### src/rtl/gba_raster_mapper.sv
// Maps a SRC_W x SRC_H source into the HDMI active area at an integer scale and frame-locks the raster.
// Optional scanline output is enabled by defining GBA_RASTER_SCANLINE_EN.
module gba_raster_mapper #(
  parameter int SRC_W     = 240,
  parameter int SRC_H     = 160,
  parameter int ACT_W     = 1280,
  parameter int ACT_H     = 720,
  parameter int TOT_W     = 1650,
  parameter int TOT_H     = 750,
  parameter int MAX_SCALE = 4,
  parameter int REQ_OFS   = 8,
  parameter int LOCK_TOL  = 2
) (
  input  logic        pxlClk,
  input  logic        rst,
  input  logic [11:0] cx,
  input  logic [10:0] cy,
  input  logic [2:0]  scaleSel,
  input  logic        newFrameIn,
  input  logic        sameLine,
  output logic        drawWin,
  output logic [7:0]  pxlRd,
  output logic [2:0]  xPhase,
  output logic [2:0]  yPhase,
  output logic        nextLine,
  output logic        cacheUpdate,
  output logic        setStart,
  output logic [11:0] setStartX,
  output logic [10:0] setStartY,
  output logic        locked
`ifdef GBA_RASTER_SCANLINE_EN
  ,
  output logic        scanline
`endif
);

  if (MAX_SCALE * SRC_W > ACT_W || MAX_SCALE * SRC_H > ACT_H) begin : g_bad_scale
    $error("gba_raster_mapper: MAX_SCALE does not fit the active area");
  end

  typedef enum logic [1:0] {UNLOCK, SYNC, LOCKED} state_t;

  function automatic logic [2:0] clamp_scale(input logic [2:0] sel);
    logic [3:0] s;
    s = {1'b0, sel} + 4'd1;
    if (s > 4'(MAX_SCALE)) return 3'(MAX_SCALE);
    return s[2:0];
  endfunction

  function automatic logic [11:0] x_start(input logic [2:0] s);
    return 12'((ACT_W - int'(s) * SRC_W) / 2);
  endfunction

  function automatic logic [10:0] y_start(input logic [2:0] s);
    return 11'((ACT_H - int'(s) * SRC_H) / 2);
  endfunction

  state_t      state;
  logic [2:0]  scl;
  logic [2:0]  scl_req;
  logic [11:0] cx_d;
  logic [10:0] cy_d;
  logic        nf_d;

  logic [11:0] xs;
  logic [11:0] x_end;
  logic [10:0] ys;
  logic [10:0] y_end;
  logic [10:0] ys_req;
  logic        in_win;
  logic        line_end;
  logic        frame_end;
  logic        nf_rise;
  logic        last_sub;
  logic        req_pt;
  int          lock_err;
  logic        too_far;

  assign scl_req   = clamp_scale(scaleSel);
  assign xs        = x_start(scl);
  assign ys        = y_start(scl);
  assign x_end     = 12'(int'(xs) + int'(scl) * SRC_W);
  assign y_end     = 11'(int'(ys) + int'(scl) * SRC_H);
  assign ys_req    = y_start(scl_req);
  assign in_win    = (cx >= xs) && (cx < x_end) && (cy >= ys) && (cy < y_end);
  assign line_end  = (cx == 12'(TOT_W - 1));
  assign frame_end = line_end && (cy == 11'(TOT_H - 1));
  assign nf_rise   = newFrameIn & ~nf_d;
  assign last_sub  = (yPhase == scl - 3'd1);
  assign req_pt    = (cx_d == 12'(TOT_W - REQ_OFS));

  assign cacheUpdate = req_pt;
  assign nextLine    = req_pt && !sameLine && (state != SYNC) && (cy >= ys) && last_sub;

  always_comb begin
    lock_err = int'(cy) - (int'(ys) - 2);
    too_far  = (lock_err > LOCK_TOL) || (lock_err < -LOCK_TOL);
  end

  always_ff @(posedge pxlClk) begin
    // Sampled through reset so a level held high across reset is not seen as an edge.
    nf_d <= newFrameIn;
    if (rst) begin
      state     <= UNLOCK;
      scl       <= scl_req;
      cx_d      <= '0;
      cy_d      <= '0;
      drawWin   <= 1'b0;
      pxlRd     <= '0;
      xPhase    <= '0;
      yPhase    <= '0;
      setStart  <= 1'b0;
      setStartX <= '0;
      setStartY <= '0;
      locked    <= 1'b0;
`ifdef GBA_RASTER_SCANLINE_EN
      scanline  <= 1'b0;
`endif
    end else begin
      cx_d    <= cx;
      cy_d    <= cy;
      drawWin <= in_win;

      // drawWin still holds the previous pixel's window flag, marking the first pixel of a run.
      if (in_win && drawWin) begin
        if (xPhase == scl - 3'd1) begin
          xPhase <= '0;
          if (pxlRd != 8'(SRC_W - 1)) pxlRd <= pxlRd + 8'd1;
        end else begin
          xPhase <= xPhase + 3'd1;
        end
      end else begin
        xPhase <= '0;
        pxlRd  <= '0;
      end

      if (line_end) begin
        if (cy == 11'(TOT_H - 1) || state == SYNC) yPhase <= '0;
        else if (last_sub)                         yPhase <= '0;
        else if (cy >= ys)                         yPhase <= yPhase + 3'd1;
      end

`ifdef GBA_RASTER_SCANLINE_EN
      scanline <= in_win && last_sub && (scl >= 3'd2);
`endif

      if (frame_end) scl <= scl_req;

      case (state)
        UNLOCK: begin
          if (nf_rise) begin
            state     <= SYNC;
            setStart  <= 1'b1;
            setStartX <= '0;
            setStartY <= 11'(int'(ys_req) - 2);
            scl       <= scl_req;
          end
        end
        SYNC: begin
          if (cy != cy_d) begin
            state    <= LOCKED;
            setStart <= 1'b0;
            locked   <= 1'b1;
          end
        end
        LOCKED: begin
          if (nf_rise && too_far) begin
            state     <= SYNC;
            locked    <= 1'b0;
            setStart  <= 1'b1;
            setStartX <= '0;
            setStartY <= 11'(int'(ys_req) - 2);
            scl       <= scl_req;
          end
        end
        default: state <= UNLOCK;
      endcase
    end
  end

endmodule

### config.mk
export PLATFORM = sky130hd
export DESIGN_NAME = gba_raster_mapper
export DESIGN_NICKNAME = d
export VERILOG_FILES = /design/src/rtl/gba_raster_mapper.sv
export SDC_FILE = /design/constraint.sdc
export NUM_CORES = 1
export LEC_CHECK = 0
export BUFFER_PORTS_ARGS = -buffer_cell sky130_fd_sc_hd__buf_2
export CORE_AREA = 2 2 122 124
export DETAILED_ROUTE_END_ITERATION = 6
export DIE_AREA = 0 0 124 126
export GPL_ROUTABILITY_DRIVEN = 0
export SLEW_MARGIN = 0
export SYNTH_ARGS = -nofsm -noshare
export SYNTH_HDL_FRONTEND = slang
export SYNTH_SLANG_ARGS = --single-unit
### constraint.sdc
create_clock -name pxlClk -period 7.9 [get_ports pxlClk]
set_input_delay 1.58 -clock pxlClk [delete_from_list [all_inputs] [get_ports pxlClk]]
set_output_delay 1.58 -clock pxlClk [all_outputs]
set_load 0.03 [all_outputs]
==> results of run 1 <==
-- cells by family after synthesis --
| kind of cell | count (synthesis) | synth area share |
|---|---|---|
| flip-flops | 54 | 0.258 |
| other | 1 | 0.000894 |
| XOR/XNOR | 59 | 0.123 |
| adder cells (fa/ha/maj) | 63 | 0.197 |
| multiplexers | 6 | 0.0146 |
| AND/OR/NAND/NOR | 151 | 0.201 |
| buffers and inverters | 49 | 0.0605 |
| AO/OA/AOI/OAI | 86 | 0.146 |
-- registers in the layout, indices dropped and copies added (netlist names) --
signal     cells
cx_d          12
cy_d          11
pxlRd          8
setStartY      8
scl            3
xPhase         3
yPhase         3
state          2
drawWin        1
locked         1
nf_d           1
setStart       1
-- routing by layer --
layer	GRT usage	up-vias
met4	0.0410	0
met1	0.162	1579
met3	0.0204	13
li1	-	1717
met5	0	-
met2	0.216	61
-- worst min-delay path, cell delays in order, from the launching register on --
cell and delay [ns]:
dfxtp_1 0.31, nand2b_1 0.07, a21oi_1 0.06
-- final cells by class --
| class | instances | area [um2] | share of cell area |
|---|---|---|---|
| inverter | 22 | 82.6 | 0.0175 |
| timing repair buffer | 57 | 285 | 0.0603 |
| clock buffer | 5 | 125 | 0.0265 |
| sequential | 54 | 1080 | 0.229 |
| tap | 184 | 230 | 0.0487 |
| clock inverter | 2 | 15.0 | 0.00317 |
| multi-input combinational | 379 | 2910 | 0.615 |
-- cell usage in the layout, fill, tap and decap left out, drive strengths merged, types with 9 or more instances in the layout --
master / instances
xnor2: 27
inv: 22
o21ai: 18
nor2: 37
dfxtp: 54
nand3: 14
conb: 14
nor3: 9
xor2: 32
ha: 58
nor2b: 29
a21oi: 25
buf: 57
nand2: 18
-- worst paths after layout --
check | from | to | slack, ns | cells past startpoint
worst max register to register | scl[0] | xPhase[2] | 2.43 | 18
worst min register to register | setStartY[10] | setStartY[10] | 0.48 | 2
worst max-delay path | scl[0] | xPhase[2] | 2.43 | 18
worst min-delay path | setStartY[10] | setStartY[10] | 0.48 | 2
-- power by group --
| part | internal [mW] | leakage, nW | switching, mW |
|---|---|---|---|
| clock network | 0.116 | 0.0619 | 0.0979 |
| registers | 0.286 | 0.444 | 0.0128 |
| logic | 0.286 | 1.59 | 0.374 |
==> results.md, run 1 <==
- DRC viols: 0
- Via count: 3370
- Die Y: approximately 130 um
- CP required: about 8 ns
- PnR worst setup slack: 2.43 ns
- Final non-filler cell total: 703
- Final hold vios: 0
- Finished Core Util: 0.330
- Top FF cell, synth: dfxtp_1
- Post-synth cell types: 62
- Design Area, Final: between 4000 and 5000 um2
- Root Buffer: clkbuf_16
- Wl on met1: approximately 4.4 mm
- Avg WL per Cell: between 10 and 15 um
- Largest net degree at the start of global routing: between 40 and 50
- Io pins: between 70 and 80
- CTS-repair resized insts: 0
- Sink Count: 54
- Total clock buffers created by CTS: 5
- CP Class: flip-flop to flip-flop
- Die X: about 120 um
- Max cap viols: 0
- CP cell instances: inv_1 > fa_1 > inv_1 > ha_1 > fa_1 > xnor2_1 > a21boi_0 > xor2_1 > ha_1 > a31oi_1 > xor2_1 > ha_1 > a22oi_1 > o21ai_0 > or3_1 > a211oi_1 > nand3b_1 > nor3_1
- Hold Crit Class: flip-flop to flip-flop
- Layout fillers: between 1000 and 1500
- Arr. time, crit path: about 5.7 ns
- DRT Pass-1 Iters: 4
- Post-synth EDFFs: 0
- Postcts setup bufs: 0
- Area growth syn-to-layout: 12.7%
- Post-synth ARST share: 0
- Post-Place Cell Area: ~4600 um2
- Tightest Pin Transition: roughly 0.81 ns
- Core ar.: roughly 14000 um2
- Highest metal used: met4
- Critical-path maximum fanout: 11
- VDD IR-drop max: around 80 uV
- Routed WL: slightly below 10 mm
- Total congestion overflow: 0
- CP Launch Type: flip-flop
- Number of global-route vias before repair: around 3400
- Initial antenna violation count: 0
- Setup TNS: 0 ns
- Avg Inst Size Synth: between 8 and 9 um2
- Worst-case hold slack: roughly 0.48 ns
- Placed cells: ~700
- Via-per-instance ratio: about 4.8
- Setup Viol. Count Final: 0
- # diodes: 0
- Most Frequent Cell on Critical Path: ha_1
- Mapped Area: around 4200 um2
- Gr usage total: 0.127
- Met3 wire len: roughly 390 um
- Synth top cells by count: ha_1 (58), dfxtp_1 (54), nor2_1 (37)
- Num rows: 44
- Die area: 15600 um2
- Final Power: 1.17 mW
- Ratio of cells with drive above 1 in the final layout: 0.154
- Mapped Cells: approximately 470
- CTS tree: done
- Post-route minimum period: ~5.5 ns
- Clk slew on worst S/H paths: roughly 0.070 ns
- Clock Latency Late Sink: 0.29 ns
- 1st-iter DRT viols: 165
- Post-synth top area share: 0.258
- Synthesized flop and latch total: between 50 and 60
- Synth area leaders: dfxtp_1 (26%), ha_1 (17%), xor2_1 (6.7%)
- Power Density: 248 nW/um2
- DP HPWL: a little under 8 mm
- Met2 wire length: approximately 4.6 mm
- Global-route wire length before repair: ~16 mm
- DRT antenna net count: 0
- Hold_buf cts: 0
- Fin Clk Skew: 0.00253 ns
- Most common cell in the netlist: ha_1
- CP peak stage delay: about 0.69 ns
- Starting density of the core: 0.293
- Unrepaired setup endpoints after global routing: false
- Warnings, synthesis: 0
- Crit end category: flip-flop
- Delay-heaviest family, CP: adder cells
- Slew HR: 0.462
- Status: finished clean
- Htree depth: 2
- Buffer depth of the longest clock path: 2
- Cell taking the most area after synthesis: dfxtp_1
- Slowest library cell on the worst path: dfxtp_1
- P_leak: roughly 2.1 nW
- Nets: 612
- Period utilization: 0.692
- Port Buf Inserts: 57
- Buffer and inverter count on the worst path: 2
- Max-slew violations: 0
- Place WS: around 2.5 ns
- Seq/Total Area, Yosys: 0.258
- Highest clock rate: roughly 180 MHz
(Power assumes the default switching activity.)
==> run 2, diff against run 1 <==
==> constraint.sdc (replaced) <==
create_clock -name pxlClk -period 5.7 [get_ports pxlClk]
set_input_delay 1.14 -clock pxlClk [delete_from_list [all_inputs] [get_ports pxlClk]]
set_output_delay 1.14 -clock pxlClk [all_outputs]
set_load 0.03 [all_outputs]
==> run 2 against run 1 <==
Net effect: maximum frequency increased by 6.7%; worst hold slack got worse by 0.0023 ns; clock skew increased by 0.0091 ns; highest routed layer unchanged; sequential power increased by 36%; critical path depth unchanged; first-iteration DRC count decreased by 12%; cell area increased by 0.61%.
==> results.md, run 2 (synthesis results as in run 1) <==
- Total congestion overflow: 0 (unchanged)
- Highest clock rate: 195 MHz (+6.7%)
- Global-route wire length before repair: 16.0 mm (-0.43%)
- CP Class: flip-flop to flip-flop
- Largest Register: cx_d
- Clock Latency Late Sink: 0.30 ns (about the same)
- Num rows: 44 (unchanged)
- Die area: 15600 um2 (unchanged)
- Place WS: 0.588 ns (-1.87 ns)
- CTS-repair resized insts: 0 (unchanged)
- Max cap viols: 0 (unchanged)
- Starting density of the core: 0.293 (unchanged)
- CTS tree: done
- P_leak: 2.12 nW (+1.2%)
- Total clock buffers created by CTS: 5 (unchanged)
- Tightest Pin Transition: 0.858 ns (+0.0506 ns)
- Period utilization: 0.900 (+0.207)
- Status: finished clean
- Top Registers: cx_d x12, cy_d x11
- Post-route minimum period: 5.13 ns (-0.342 ns)
- Finished Core Util: 0.332 (+0.00201)
- Hold Crit Class: flip-flop to flip-flop
- Clk slew on worst S/H paths: 0.07 ns (about the same)
- Design Area, Final: 4760 um2 (+0.61%)
- Sink Count: 54 (unchanged)
- Ratio of cells with drive above 1 in the final layout: 0.159 (+0.00486)
- Arr. time, crit path: 5.34 ns (-0.34 ns)
- Routed WL: 9.58 mm (-0.53%)
- Max FFs per register: 12 (unchanged)
- Area growth syn-to-layout: 13.4%
- Largest net degree at the start of global routing: 43 (unchanged)
- Most common cell after layout, fill and taps aside: ha_1
- # diodes: 0 (unchanged)
- Htree depth: 2 (unchanged)
- Reg2reg path depth: 18 (unchanged)
- Initial antenna violation count: 0 (unchanged)
- Avg WL per Cell: 13.6 um (-0.95%)
- Post-Place Cell Area: 4600 um2 (+0.33%)
- Crit end category: flip-flop
- Via count: 3359 (-0.33%)
- Nets: 614 (+0.33%)
- DRC viols: 0 (unchanged)
- Setup TNS: 0 ns (unchanged)
- Gr usage total: 0.128 (+0.00102)
- Power Density: 345 nW/um2 (+39%)
- Fin Clk Skew: 0.0116 ns (+0.00909 ns)
- Port Buf Inserts: 57 (unchanged)
- Root Buffer: clkbuf_16
- Commonest non-fill, non-tap cells in the layout: ha_1 (58), buf_2 (57), dfxtp_1 (54), nor2_1 (37), xor2_1 (32)
- PnR worst setup slack: 0.572 ns (-1.86 ns)
- Io pins: 72 (unchanged)
- Critical-path maximum fanout: 11 (unchanged)
- Die X: 124 um (unchanged)
- DP HPWL: 7.66 mm (-1.4%)
- 1st-iter DRT viols: 146 (-12%)
- Buffer depth of the longest clock path: 2 (unchanged)
- Postcts setup bufs: 0 (unchanged)
- DRT Pass-1 Iters: 4 (unchanged)
- Number of global-route vias before repair: 3394 (+0.15%)
- VDD IR-drop max: 148 uV (+85%)
- Layout fillers: 1487 (-0.34%)
- Unrepaired setup endpoints after global routing: false
- Hold Path Stages: 2 (unchanged)
- Max-slew violations: 0 (unchanged)
- Core ar.: 14300 um2 (unchanged)
- Setup Viol. Count Final: 0 (unchanged)
- DRT antenna net count: 0 (unchanged)
- CP required: 5.91 ns (-2.20 ns)
- Hold_buf cts: 0 (unchanged)
- Via-per-instance ratio: 4.76 (-0.75%)
- Slew HR: 0.428 (-0.0337)
- CP Launch Type: flip-flop
- Die Y: 126 um (unchanged)
- Final hold vios: 0 (unchanged)
- Worst-case hold slack: 0.476 ns (-0.00225 ns)
-- run 2: changes by cell type in the layout (fill, tap and decap cells not counted), sizes merged --
cell,change
buf,+2
clkinvlp,-2
clkinv,+1
inv,+2
-- run 2: critical path, cell delays in order (launching register included) --
cell      delay (ns)
dfxtp_1         0.49
inv_1           0.21
fa_1            0.51
inv_1           0.10
ha_1            0.23
fa_1            0.42
xnor2_1         0.38
a21boi_0        0.27
xor2_1          0.22
ha_1            0.30
a31oi_1         0.18
xor2_1          0.09
ha_1            0.18
a22oi_1         0.16
o21ai_0         0.10
or3_1           0.35
a211oi_1        0.22
nand3b_1        0.37
nor3b_1         0.27
-- run 2: worst paths after layout --
path,start,end,slack [ns]
hold / removal,setStartY[10],setStartY[10],0.48
setup / recovery,scl[2],xPhase[1],0.57
setup reg to reg,scl[2],xPhase[1],0.57
hold reg to reg,setStartY[10],setStartY[10],0.48
-- run 2: metrics by stage --
stage	instances	total power [mW]
after CTS	706	1.65
after detailed placement	698	1.32
after floorplan	482	1.15
after global routing	706	1.80
after global placement	698	1.30
final	706	1.64
-- run 2: routing by layer --
metal,vias up,part of all wire,global-route usage
met5,-,0,0
met4,0,0.018,0.0449
met3,11,0.045,0.0222
met2,58,0.48,0.219
met1,1572,0.46,0.160
li1,1718,-,-
-- run 2: cell type report --
type                       instances  area, um2  share of cell area
timing repair buffer              59        300              0.0631
inverter                          22       82.6              0.0174
clock inverter                     3       28.8             0.00605
tap                              184        230              0.0484
sequential                        54       1080               0.227
multi-input combinational        379       2910               0.612
clock buffer                       5        125              0.0263
-- run 2: power breakdown --
| part | total (mW) | internal, mW | switching, mW |
|---|---|---|---|
| clock network | 0.323 | 0.169 | 0.154 |
| registers | 0.406 | 0.396 | 0.0103 |
| logic | 0.910 | 0.396 | 0.515 |
==> run 3, diff against run 2 <==
==> constraint.sdc (replaced) <==
create_clock -name pxlClk -period 4.5 [get_ports pxlClk]
set_input_delay 0.9 -clock pxlClk [delete_from_list [all_inputs] [get_ports pxlClk]]
set_output_delay 0.9 -clock pxlClk [all_outputs]
set_load 0.03 [all_outputs]
==> run 3 against run 2 <==
Net effect: wire length is 6.0% higher; clock power is 16% higher; sequential share of layout area is 0.78 points lower; count of clock-buffer cells in the layout stayed put; die area stayed put; clock skew is 0.0063 ns lower; non-clock buffer count is 15 higher; global-route usage is 0.18 points higher; critical path type unchanged.
==> results.md, run 3 (synthesis results as in run 1) <==
- CTS tree: done
- DRT antenna net count: 0 (unchanged)
- Htree depth: 2 (unchanged)
- Status: finished clean
- Finished Core Util: 0.345 (+0.0130)
- Slew HR: 0.426 (-0.00242)
- Core ar.: 14300 um2 (unchanged)
- Fin Clk Skew: 0.00531 ns (-0.00631 ns)
- Starting density of the core: 0.293 (unchanged)
- Largest Register: cx_d
- Power Density: 454 nW/um2 (+32%)
- Avg WL per Cell: 14.1 um (+3.9%)
- M1 GR Usage: 0.163 (+0.00292)
- CP Class: flip-flop to flip-flop
- Crit end category: flip-flop
- Number of global-route vias before repair: 3418 (+0.71%)
- Total clock buffers created by CTS: 5 (unchanged)
- Sink Count: 54 (unchanged)
- Period utilization: 0.959 (+0.0596)
- Unrepaired setup endpoints after global routing: true
- Global-route met3 utilization: 0.0177 (-0.00453)
- Die area: 15600 um2 (unchanged)
- Clk slew on worst S/H paths: 0.07 ns (about the same)
- Hold Crit Class: flip-flop to flip-flop
- Root Buffer: clkbuf_16
- Tightest Pin Transition: 0.862 ns (+0.00362 ns)
- Via-per-instance ratio: 4.85 (+1.9%)
- Io pins: 72 (unchanged)
- Largest net degree at the start of global routing: 43 (unchanged)
- Worst-case hold slack: 0.480 ns (+0.00392 ns)
- Max cap viols: 0 (unchanged)
- # diodes: 0 (unchanged)
- Setup Viol. Count Final: 0 (unchanged)
- Ratio of cells with drive above 1 in the final layout: 0.222 (+0.0630)
- Die Y: 126 um (unchanged)
- Commonest non-fill, non-tap cells in the layout: buf_2 (58), ha_1 (55), dfxtp_1 (51), nor2_1 (37), xor2_1 (31)
- Most common cell after layout, fill and taps aside: buf_2
- Port Buf Inserts: 57 (unchanged)
- Final hold vios: 0 (unchanged)
- Nets: 629 (+2.4%)
- Die X: 124 um (unchanged)
- DRC viols: 0 (unchanged)
- Gr usage total: 0.130 (+0.00183)
- Met2 Use GR: 0.225 (+0.00549)
- Clock Latency Late Sink: 0.29 ns (about the same)
- Critical-path maximum fanout: 6 (-5)
- Top Registers: cx_d x12, cy_d x11
- Arr. time, crit path: 4.54 ns (-0.80 ns)
- Max FFs per register: 12 (unchanged)
- Busiest grt layer: met2
- Highest clock rate: 232 MHz (+19%)
- Max-slew violations: 0 (unchanged)
- VDD IR-drop max: 176 uV (+19%)
- DRT Pass-1 Iters: 4 (unchanged)
- Global-route wire length before repair: 16.3 mm (+1.8%)
- Area growth syn-to-layout: 17.8%
- Num rows: 44 (unchanged)
- Total congestion overflow: 0 (unchanged)
- Routed WL: 10.2 mm (+6.0%)
- Initial antenna violation count: 0 (unchanged)
- Buffer depth of the longest clock path: 2 (unchanged)
- P_leak: 2.18 nW (+3.1%)
- CP required: 4.72 ns (-1.19 ns)
- Via count: 3492 (+4.0%)
- CP Launch Type: flip-flop
- 1st-iter DRT viols: 157 (+7.5%)
- DP HPWL: 7.95 mm (+3.7%)
- Post-route minimum period: 4.32 ns (-0.811 ns)
## run 3: final timing paths
kind                                       to          start  cells after the start  slack (ns)
worst min-delay path            setStartY[10]  setStartY[10]                      2        0.48
worst max register to register      xPhase[1]         scl[1]                     19        0.18
worst max-delay path                xPhase[1]         scl[1]                     19        0.18
worst min register to register  setStartY[10]  setStartY[10]                      2        0.48
## run 3: layout make-up
cell class | instances | area (um2)
Fill cell | 1455 | 9370
Clock inverter | 2 | 15.0
Inverter | 22 | 82.6
Multi-Input combinational cell | 379 | 2990
Sequential cell | 54 | 1080
Clock buffer | 5 | 125
Timing Repair Buffer | 74 | 414
Tap cell | 184 | 230
## run 3: timing repair
action | 4_1_cts | 5_1_grt
setup buffers | 1 | 4
gates resized for setup | 3 | 20
setup endpoints to repair | 3 | 12
pin swaps | 0 | 11
cloned | 0 | 1
hold buffers | 0 | 0
## run 3: report_power, final
part	switching, mW	internal, mW
combinational	0.739	0.620
clock	0.170	0.203
sequential	0.0117	0.502
## run 3: per-stage QoR
stage               TNS [ns]  power (mW)  setup slack, ns  instances  area, um2
finish                     0        2.25            0.183        720       4940
global route         -0.0215        2.45          -0.0168        720       4940
CTS                        0        2.18           0.0286        715       4850
detailed placement   -0.0155        1.77          -0.0155        707       4690
global placement           0        1.71            0.179        707       4690
floorplan                  0        1.47           0.0265        482       4260
## run 3: worst max-delay path, stage by stage (launching register included)
cell	delay [ns]
dfxtp_2	0.34
inv_2	0.04
fa_1	0.56
inv_2	0.07
ha_4	0.17
fa_2	0.62
inv_2	0.06
a21boi_2	0.14
xor2_1	0.21
ha_1	0.30
a31oi_1	0.21
xor2_1	0.10
ha_2	0.19
a22oi_2	0.18
o21ai_1	0.08
or3_1	0.32
a211oi_2	0.22
nand3b_1	0.15
buf_6	0.17
nor3b_2	0.13
## run 3: metal layers
metal  wire (um)  vias to the layer above
met1        4450                     1649
met4         198                        0
met2        5010                       80
met3         491                       15
met5           0                        -
li1            -                     1748
